$ cat src/rtl/alu_op_sequencer_pkg.sv
// Shared definitions for the ALU issue sequencer: funct codes, output tags,
// FSM state encoding and the single-cycle opcode classifier.
package alu_op_pkg;

  localparam logic [5:0] F_AND   = 6'd36;
  localparam logic [5:0] F_OR    = 6'd37;
  localparam logic [5:0] F_ADD   = 6'd32;
  localparam logic [5:0] F_SUB   = 6'd34;
  localparam logic [5:0] F_SLT   = 6'd42;
  localparam logic [5:0] F_SLL   = 6'd0;
  localparam logic [5:0] F_MULTU = 6'd25;
  localparam logic [5:0] F_MFHI  = 6'd16;
  localparam logic [5:0] F_MFLO  = 6'd18;

  localparam logic [1:0] TAG_SINGLE = 2'd0;
  localparam logic [1:0] TAG_HI     = 2'd1;
  localparam logic [1:0] TAG_LO     = 2'd2;
  localparam logic [1:0] TAG_ERR    = 2'd3;

  typedef enum logic [2:0] {
    S_IDLE,
    S_EXEC,
    S_MUL,
    S_RD_HI,
    S_RD_LO
  } state_t;

  // True for opcodes whose result is available combinationally in one cycle.
  function automatic logic is_single_cycle(input logic [5:0] funct);
    case (funct)
      F_AND, F_OR, F_ADD, F_SUB, F_SLT, F_SLL: is_single_cycle = 1'b1;
      default:                                  is_single_cycle = 1'b0;
    endcase
  endfunction

endpackage

$ cat src/rtl/alu_op_sequencer_if.sv
// Operation input, result output and ALU drive/return signals of the
// sequencer. slave is the sequencer's view, master the surrounding logic.
interface alu_op_sequencer_if #(
  parameter int WIDTH = 32
);
  logic             in_valid;
  logic             in_ready;
  logic [5:0]       in_ctrl;
  logic [WIDTH-1:0] in_a;
  logic [WIDTH-1:0] in_b;
  logic [5:0]       alu_ctrl;
  logic [WIDTH-1:0] alu_a;
  logic [WIDTH-1:0] alu_b;
  logic [WIDTH-1:0] alu_result;
  logic             out_valid;
  logic             out_ready;
  logic [WIDTH-1:0] out_data;
  logic [1:0]       out_tag;
  logic             busy;

  modport slave (
    input  in_valid, in_ctrl, in_a, in_b, alu_result, out_ready,
    output in_ready, alu_ctrl, alu_a, alu_b, out_valid, out_data, out_tag, busy
  );

  modport master (
    output in_valid, in_ctrl, in_a, in_b, alu_result, out_ready,
    input  in_ready, alu_ctrl, alu_a, alu_b, out_valid, out_data, out_tag, busy
  );
endinterface

$ cat src/rtl/alu_op_sequencer_out_slot.sv
// One-entry valid/ready result register. A capture in the same cycle as a
// pop replaces the entry with no bubble; the sequencer only captures when
// the slot is empty or being popped.
module alu_out_slot #(
  parameter int WIDTH = 32
) (
  input  logic             clk,
  input  logic             rst,
  input  logic             cap,
  input  logic [WIDTH-1:0] cap_data,
  input  logic [1:0]       cap_tag,
  input  logic             out_ready,
  output logic             out_valid,
  output logic [WIDTH-1:0] out_data,
  output logic [1:0]       out_tag
);

  // Load on capture, otherwise drain when the consumer takes the entry.
  always_ff @(posedge clk) begin
    if (rst) begin
      out_valid <= 1'b0;
      out_data  <= '0;
      out_tag   <= 2'd0;
    end else if (cap) begin
      out_valid <= 1'b1;
      out_data  <= cap_data;
      out_tag   <= cap_tag;
    end else if (out_ready) begin
      out_valid <= 1'b0;
    end
  end

endmodule

$ cat src/rtl/alu_op_sequencer.sv
// Issue stage in front of the multicycle ALU. Single-cycle ops run for one
// EXEC cycle; MULTU holds the ALU for MUL_WAIT cycles and then reads HI and
// LO back, each result landing in the output slot with its tag.
//
// state  | meaning
// IDLE   | ALU parked on AND, waiting for an op (bad codes answered here)
// EXEC   | single-cycle op on the ALU, result captured this cycle
// MUL    | MULTU held on the ALU while the wait counter runs down
// RD_HI  | MFHI on the ALU, waiting for a free slot to capture HI
// RD_LO  | MFLO on the ALU, waiting for a free slot to capture LO
module alu_op_sequencer
  import alu_op_pkg::*;
#(
  parameter int WIDTH    = 32,
  parameter int MUL_WAIT = 35
) (
  input  logic               clk,
  input  logic               rst,
  alu_op_sequencer_if.slave  bus
);

  localparam logic [5:0] CNT_INIT = 6'(MUL_WAIT - 1);

  state_t           state, state_nxt;
  logic [5:0]       cnt, cnt_nxt;
  logic [5:0]       op_ctrl;
  logic [WIDTH-1:0] op_a, op_b;
  logic             slot_valid, slot_free, accept;
  logic             cap;
  logic [WIDTH-1:0] cap_data;
  logic [1:0]       cap_tag;
  logic [5:0]       alu_ctrl_c;

  assign slot_free    = !slot_valid || bus.out_ready;
  assign bus.in_ready = (state == S_IDLE) && slot_free;
  assign accept       = bus.in_valid && bus.in_ready;
  assign bus.alu_ctrl = alu_ctrl_c;
  assign bus.alu_a    = op_a;
  assign bus.alu_b    = op_b;
  assign bus.busy     = (state != S_IDLE) || slot_valid;
  assign bus.out_valid = slot_valid;

  // State, wait counter and the latched operation.
  always_ff @(posedge clk) begin
    if (rst) begin
      state   <= S_IDLE;
      cnt     <= 6'd0;
      op_ctrl <= 6'd0;
      op_a    <= '0;
      op_b    <= '0;
    end else begin
      state <= state_nxt;
      cnt   <= cnt_nxt;
      if (accept) begin
        op_ctrl <= bus.in_ctrl;
        op_a    <= bus.in_a;
        op_b    <= bus.in_b;
      end
    end
  end

  // Next state, ALU opcode and output-slot capture.
  always_comb begin
    state_nxt  = state;
    cnt_nxt    = cnt;
    alu_ctrl_c = F_AND;
    cap        = 1'b0;
    cap_data   = bus.alu_result;
    cap_tag    = TAG_SINGLE;
    case (state)
      S_IDLE: begin
        if (accept) begin
          if (is_single_cycle(bus.in_ctrl)) begin
            state_nxt = S_EXEC;
          end else if (bus.in_ctrl == F_MULTU) begin
            state_nxt = S_MUL;
            cnt_nxt   = CNT_INIT;
          end else begin
            cap      = 1'b1;
            cap_data = '0;
            cap_tag  = TAG_ERR;
          end
        end
      end
      S_EXEC: begin
        alu_ctrl_c = op_ctrl;
        cap        = 1'b1;
        state_nxt  = S_IDLE;
      end
      S_MUL: begin
        alu_ctrl_c = F_MULTU;
        if (cnt == 6'd0) state_nxt = S_RD_HI;
        else             cnt_nxt   = cnt - 6'd1;
      end
      S_RD_HI: begin
        alu_ctrl_c = F_MFHI;
        if (slot_free) begin
          cap       = 1'b1;
          cap_tag   = TAG_HI;
          state_nxt = S_RD_LO;
        end
      end
      S_RD_LO: begin
        alu_ctrl_c = F_MFLO;
        if (slot_free) begin
          cap       = 1'b1;
          cap_tag   = TAG_LO;
          state_nxt = S_IDLE;
        end
      end
      default: state_nxt = S_IDLE;
    endcase
  end

  alu_out_slot #(.WIDTH(WIDTH)) u_slot (
    .clk       (clk),
    .rst       (rst),
    .cap       (cap),
    .cap_data  (cap_data),
    .cap_tag   (cap_tag),
    .out_ready (bus.out_ready),
    .out_valid (slot_valid),
    .out_data  (bus.out_data),
    .out_tag   (bus.out_tag)
  );

endmodule

$ cat src/flat_wrapper.sv
// flat-port wrapper written by rule: the top's interface ports become plain ports
module alu_op_sequencer_flat import alu_op_pkg::*;
#(
  parameter int WIDTH    = 32,
  parameter int MUL_WAIT = 35
)
  (clk, rst, bus_in_valid, bus_in_ctrl, bus_in_a, bus_in_b, bus_alu_result, bus_out_ready, bus_in_ready, bus_alu_ctrl, bus_alu_a, bus_alu_b, bus_out_valid, bus_out_data, bus_out_tag, bus_busy);
  alu_op_sequencer_if #(.WIDTH(WIDTH)) bus_i ();
  input  logic clk;
  input  logic rst;
  input wire logic [$bits(bus_i.in_valid)-1:0] bus_in_valid;
  input wire logic [$bits(bus_i.in_ctrl)-1:0] bus_in_ctrl;
  input wire logic [$bits(bus_i.in_a)-1:0] bus_in_a;
  input wire logic [$bits(bus_i.in_b)-1:0] bus_in_b;
  input wire logic [$bits(bus_i.alu_result)-1:0] bus_alu_result;
  input wire logic [$bits(bus_i.out_ready)-1:0] bus_out_ready;
  output wire logic [$bits(bus_i.in_ready)-1:0] bus_in_ready;
  output wire logic [$bits(bus_i.alu_ctrl)-1:0] bus_alu_ctrl;
  output wire logic [$bits(bus_i.alu_a)-1:0] bus_alu_a;
  output wire logic [$bits(bus_i.alu_b)-1:0] bus_alu_b;
  output wire logic [$bits(bus_i.out_valid)-1:0] bus_out_valid;
  output wire logic [$bits(bus_i.out_data)-1:0] bus_out_data;
  output wire logic [$bits(bus_i.out_tag)-1:0] bus_out_tag;
  output wire logic [$bits(bus_i.busy)-1:0] bus_busy;
  assign bus_i.in_valid = bus_in_valid;
  assign bus_i.in_ctrl = bus_in_ctrl;
  assign bus_i.in_a = bus_in_a;
  assign bus_i.in_b = bus_in_b;
  assign bus_i.alu_result = bus_alu_result;
  assign bus_i.out_ready = bus_out_ready;
  assign bus_in_ready = bus_i.in_ready;
  assign bus_alu_ctrl = bus_i.alu_ctrl;
  assign bus_alu_a = bus_i.alu_a;
  assign bus_alu_b = bus_i.alu_b;
  assign bus_out_valid = bus_i.out_valid;
  assign bus_out_data = bus_i.out_data;
  assign bus_out_tag = bus_i.out_tag;
  assign bus_busy = bus_i.busy;
  alu_op_sequencer #(.WIDTH(WIDTH), .MUL_WAIT(MUL_WAIT)) u_core (.clk(clk), .rst(rst), .bus(bus_i));
endmodule
$ cat config.mk
export PLATFORM = sky130hd
export DESIGN_NAME = alu_op_sequencer_flat
export DESIGN_NICKNAME = d
export VERILOG_FILES = /design/src/rtl/alu_op_sequencer_pkg.sv /design/src/rtl/alu_op_sequencer_if.sv /design/src/rtl/alu_op_sequencer_out_slot.sv /design/src/rtl/alu_op_sequencer.sv /design/src/flat_wrapper.sv
export SDC_FILE = /design/constraint.sdc
export NUM_CORES = 1
export LEC_CHECK = 0
export ABC_AREA = 1
export CAP_MARGIN = 0
export CORE_UTILIZATION = 45
export DETAILED_ROUTE_END_ITERATION = 8
export PLACE_DENSITY = 0.94
export SYNTH_ARGS = -nofsm -noshare
export SYNTH_HDL_FRONTEND = slang
export SYNTH_HIERARCHICAL = 1
export SYNTH_SLANG_ARGS = --single-unit
export TNS_END_PERCENT = 10
$ cat constraint.sdc
create_clock -name clk -period 5.6 [get_ports clk]
set_input_delay 1.12 -clock clk [delete_from_list [all_inputs] [get_ports clk]]
set_output_delay 1.12 -clock clk [all_outputs]
set_load 0.005 [all_outputs]
After elaboration in Yosys (flattened, before gate mapping):

Index checks and enable logic that the tools add are counted.

* bits of input ports: 106
* flip-flop bits (word level): 114
* word-level logic and storage cells: 75

* multiplexer cells: 33
* reduce and logical (&&, ||, !) cells: 15
* eq/ne operators: 18
* add/sub/neg operators: 1

Operators with widths (count)
* 32-bit 2-to-1 mux: 4
* 6-bit == test (second input constant): 5
* 6-bit 2-to-1 mux: 4
* 6-bit case mux with 4 select lines: 1
* 3-bit 2-to-1 mux: 6
* 6-bit logical NOT: 2
* 3-bit case mux with 4 select lines: 1
* 6-bit case mux with 2 select lines: 1
* 1-bit 2-to-1 mux: 10
* 5-bit AND reduction: 2
* 2-bit 2-to-1 mux: 4
* 2-bit by 1-bit != test with 1-bit output (second input constant): 4
* 3-bit by 2-bit == test with 1-bit output (second input constant): 2
* 6-bit by 5-bit == test with 1-bit output (second input constant): 1
* 2-bit != test (second input constant): 3
* 2-bit case mux with 3 select lines: 1
* 6-bit OR reduction: 1
* 6-bit by 1-bit subtractor with 6-bit output (second input constant): 1
* 2-bit nonzero test: 2
* 3-bit by 1-bit == test with 1-bit output (second input constant): 1
* 3-bit == test (second input constant): 1
* 3-bit logical NOT: 1
* 3-bit != test (second input constant): 1
* 1-bit case mux with 3 select lines: 1
* other kinds (5): 7

Depth between registers and ports, before layout:

* depth after elaboration: 10
* mapped depth: 12

Modules after synthesis:

The synthesis kept the hierarchy.

Modules (own cells, without submodules)
* alu_op_sequencer: sequential area each 1581.5 sq um, times used 1, area each 3459.6 sq um, cells an instance 493
* alu_out_slot: sequential area each 700.7 sq um, times used 1, area each 1221.2 sq um, cells an instance 151

Worst setup path after synthesis:

Ideal clock, no wire load.

* kind: input-to-reg
* start point: input port bus_out_ready
* end point: register u_core.u_slot.out_data[0]
* path slack: 3.048 ns
* data required time: 5.484 ns
* data arrival time: 2.436 ns
* path buffers: 1
* cell stages on the path: 10
* cell sequence: nor2_2 > nor2_4 > nand2_2 > clkinv_2 > nand3_2 > o21ai_1 > nand3b_1 > clkbuf_2 > o21ai_0 > nor2_1

* cells in the longest elaborated chain, start to end: 5

Ends and longest elaborated chain
* from (decl): RTL line flat_wrapper.sv:16 `input wire logic [$bits(bus_i.out_ready)-1:0] bus_out_ready;`
* 1-bit logical OR: RTL line alu_op_sequencer.sv:34 `assign slot_free = !slot_valid || bus.out_ready;`
* 1-bit logical AND: RTL line alu_op_sequencer.sv:35 `assign bus.in_ready = (state == S_IDLE) && slot_free;`
* via bus_in_ready: RTL line flat_wrapper.sv:17 `output wire logic [$bits(bus_i.in_ready)-1:0] bus_in_ready;`
* 1-bit logical AND: RTL line alu_op_sequencer.sv:36 `assign accept = bus.in_valid && bus.in_ready;`
* 1-bit 2-to-1 mux: RTL line alu_op_sequencer.sv:72 `if (accept) begin`
* 1-bit case mux with 3 select lines: RTL line alu_op_sequencer.sv:70 `case (state)`
* via u_core.cap: RTL line alu_op_sequencer.sv:29 `logic cap;`
* to (signal assigned): RTL line alu_op_sequencer_out_slot.sv:26 `out_data <= cap_data;`
* to (decl): RTL line alu_op_sequencer_out_slot.sv:14 `output logic [WIDTH-1:0] out_data,`

The timed path passes the listed nets, and every way through them passes these cells.
A chain may end at the register's enable or synchronous reset.

Final worst setup path:

* start point: input port bus_in_ctrl[1]
* end point: register u_core.u_slot.out_data[28]

* cells in the longest elaborated chain, start to end: 8

Ends and longest elaborated chain
* from (decl): RTL line flat_wrapper.sv:12 `input wire logic [$bits(bus_i.in_ctrl)-1:0] bus_in_ctrl;`
* 6-bit == test / 6-bit logical NOT (equally long branches): RTL line alu_op_sequencer_pkg.sv:30 `case (funct)`
* 6-bit OR reduction: RTL line alu_op_sequencer_pkg.sv:30
* 1-bit 2-to-1 mux: RTL line alu_op_sequencer_pkg.sv:30
* 1-bit 2-to-1 mux: RTL line alu_op_sequencer.sv:72
* 1-bit 2-to-1 mux: RTL line alu_op_sequencer.sv:70
* 1-bit 2-to-1 mux *: RTL line alu_op_sequencer.sv:73 `if (is_single_cycle(bus.in_ctrl)) begin`
* 1-bit 2-to-1 mux *: RTL line alu_op_sequencer.sv:72
* 1-bit case mux with 3 select lines *: RTL line alu_op_sequencer.sv:70
* via u_core.cap: RTL line alu_op_sequencer.sv:29

The timed path passes the listed nets; every way through them passes the cells marked *. The select of a mux whose other input is x is not followed.

==> results.json <==
{
  "status": "completed",
  "hold_viol_final": 0,
  "grt_pass1_wl_um": 20900,
  "worstSetupStartpoint": "bus_in_ctrl[1]",
  "syn2layout_area_growth_pct": 56.4,
  "ys_ff_latch": 114,
  "grt_pass1_vias": 4389,
  "dpl.hpwl_um": 8760,
  "crit_required_ns": 5.98,
  "net-switching-power_uw": 1290,
  "setup_viol": 0,
  "worstSetupPathType": "input port to flop",
  "internal_power_uw": 2500,
  "netSwitchingFraction": 0.340,
  "worstSetupEndpoint": "u_core/u_slot/out_data[28]",
  "cts.sinks": 114,
  "first_pass_iters": 4,
  "cp_max_fo": 35,
  "fmax_ghz": 0.278,
  "worstPathCellList": "clkdlybuf4s50_1 -> inv_1 -> nand2_1 -> nand2_1 -> nand3_1 -> nand3_2 -> o21ai_1 -> nand3b_1 -> buf_4 -> inv_2 -> nor2_1 -> nor2_1",
  "numCtsBuffers": 17,
  "slew_viol_final": 0,
  "cts_tree": "done",
  "netlist_instances": 644,
  "cts_setup_buffers": 0,
  "dieHeight_um": 104,
  "p_leak_uw": 0.00322,
  "yosysTopAreaCell": "dfxtp_1",
  "rows": 36,
  "relSlewSlack": 0.433,
  "synth.top_cells.by_area": "dfxtp_1, nor2_1, o21ai_0",
  "ir_drop_v": 0.000336,
  "diodes": 0,
  "routed_wirelength_um": 12800,
  "totalPowerFinal_uw": 3790,
  "min-delay-path-class": "flop to flop",
  "synth.cell_area_mm2": 0.00468,
  "power_density_mw_per_mm2": 517,
  "pin_count": 213,
  "coreArea_mm2": 0.00991,
  "crit_slowest_cell": "nand3_2",
  "initial_core_util": 0.472,
  "clock_path_buffers": 2,
  "grt_max_degree": 77,
  "critical_path_depth": 12,
  "path_buf_inv": 4,
  "antenna_found_initial": 0,
  "seq_area_frac_synth": 0.488,
  "reg2reg_to": "u_core/u_slot/out_data[28]",
  "reg2reg_depth": 12,
  "grt_usage": 0.239,
  "cap_violations": 0,
  "numPortBuffers": 212,
  "wire_per_inst_um": 12.9,
  "seqPwrFrac": 0.321,
  "clk_latency_ns": 0.50,
  "fin_crit_ns": 3.60,
  "dieArea_mm2": 0.0108,
  "fp.dieW_um": 104,
  "ys_warn_count": 6,
  "grt_overflow": 0,
  "drive_above_1_share": 0.0629,
  "path_clk_slew_ns": 0.06,
  "gp_congestion": 0.835,
  "r2r_start": "u_core/state[1]",
  "p_clk_frac": 0.277,
  "critPathLaunchType": "input port",
  "synth_fp_nets": 751,
  "skew_ns": 0.00871,
  "ys_types": 30,
  "crit_family": "simple AND/OR/NAND/NOR gates",
  "drt_iter0_markers": 314,
  "cts_resized": 0,
  "hold_buffers": 0,
  "cp.arrival_ns": 3.98,
  "ant_nets": 0,
  "synth_top_area_frac": 0.488,
  "mostFrequentLayoutCells": "clkdlybuf4s50_1, nor2_1, dfxtp_1, o21ai_0, nand2_1",
  "avgSynthCellArea_um2": 7.27,
  "num_vias": 4715,
  "tightestPinTransition_ns": 0.849,
  "final_util": 0.739,
  "final_common_cell": "clkdlybuf4s50_1",
  "finalNetCount": 952,
  "post-route-drc-count": 0,
  "reg2reg_slack_ns": 2.79,
  "viasPerCell": 4.76,
  "cts-root-buf": "clkbuf_8",
  "rsz0062_at_grt": "no",
  "tns_ns": 0,
  "slowest_delay_ns": 0.57,
  "crit_path_end_kind": "flop",
  "min_period_over_period": 0.642,
  "htree_levels": 4,
  "combPwrFrac": 0.402
}
[cell usage after synthesis (all sizes together)]
library cell	count
buf	19
xor2	2
ha	1
nor3	1
clkbuf	15
or2	2
o21ai	117
nand2	64
nand3b	1
nand4	3
a21oi	17
nor2	215
clkinv	2
inv	58
dfxtp	114
nand3	13
[tightest hold or removal path, stage by stage (launching register included)]
cell and delay, ns:
dfxtp_1 0.30, inv_1 0.06, a21oi_1 0.05
[worst min path at each step]
| stage | start | end | slack (ns) | cells past startpoint |
|---|---|---|---|---|
| 2_1_floorplan | u_core/op_ctrl[2] | u_core/op_ctrl[2] | 0.42 | 2 |
| 3_3_place_gp | u_core/op_ctrl[4] | u_core/op_ctrl[4] | 0.44 | 2 |
| 3_5_place_dp | u_core/op_ctrl[4] | u_core/op_ctrl[4] | 0.44 | 2 |
| 4_1_cts | u_core/op_ctrl[2] | u_core/op_ctrl[2] | 0.45 | 2 |
| 5_1_grt | u_core/op_ctrl[2] | u_core/op_ctrl[2] | 0.48 | 2 |
| 6_report | u_core/op_ctrl[5] | u_core/op_ctrl[5] | 0.46 | 2 |
[area by class of cell]
class / count / area [µm²]
Clock buffer: 17 / 414
Clock inverter: 15 / 174
Fill cell: 749 / 2590
Inverter: 60 / 226
Multi-Input combinational cell: 436 / 1910
Sequential cell: 114 / 2280
Tap cell: 133 / 166
Timing Repair Buffer: 216 / 2150
[per-layer routing]
metal,global-route usage,vias up,routed length (µm)
met5,0,-,0
met4,0.0990,0,327
met3,0.0608,27,698
met2,0.420,155,6530
met1,0.275,2099,5250
li1,-,2434,-
[kinds of logic after synthesis]
kind of cell | Yosys count | synth area share
DFF | 114 | 0.488
AOI/OAI and AO/OA | 134 | 0.146
and+or+nand+nor | 299 | 0.255
adders and majority gates | 1 | 0.00267
buffers and inverters | 94 | 0.105
xor gates and xnor gates | 2 | 0.00374
[registers in the layout (all words and copies together), names as in the netlist]
name and flops:
u_core/bus.alu_a 32, u_core/bus.alu_b 32, u_core/cnt 6, u_core/op_ctrl 6
u_core/state 3, u_core/u_slot/out_data 32, u_core/u_slot/out_tag 2, u_core/u_slot/out_valid 1
[power groups by stage]
stage          sequential [µW]  combinational (µW)  clock (µW)
2_1_floorplan             1250                 796           0
3_3_place_gp              1220                1490           0
3_5_place_dp              1230                1510           0
4_1_cts                   1220                1530        1070
5_1_grt                   1250                1690        1110
6_report                  1220                1520        1050
[metrics by stage]
step	worst slack [ns]	std cells	instance area [µm²]	hold WS [ns]
final	2.00	991	7320	0.458
after CTS	2.04	991	7320	0.450
after floorplan	3.05	644	4680	0.425
after detailed placement	1.56	959	6730	0.440
after global placement	1.66	959	6730	0.436
after global routing	1.74	991	7320	0.481
No activity file was read; power rests on OpenSTA's default activity.
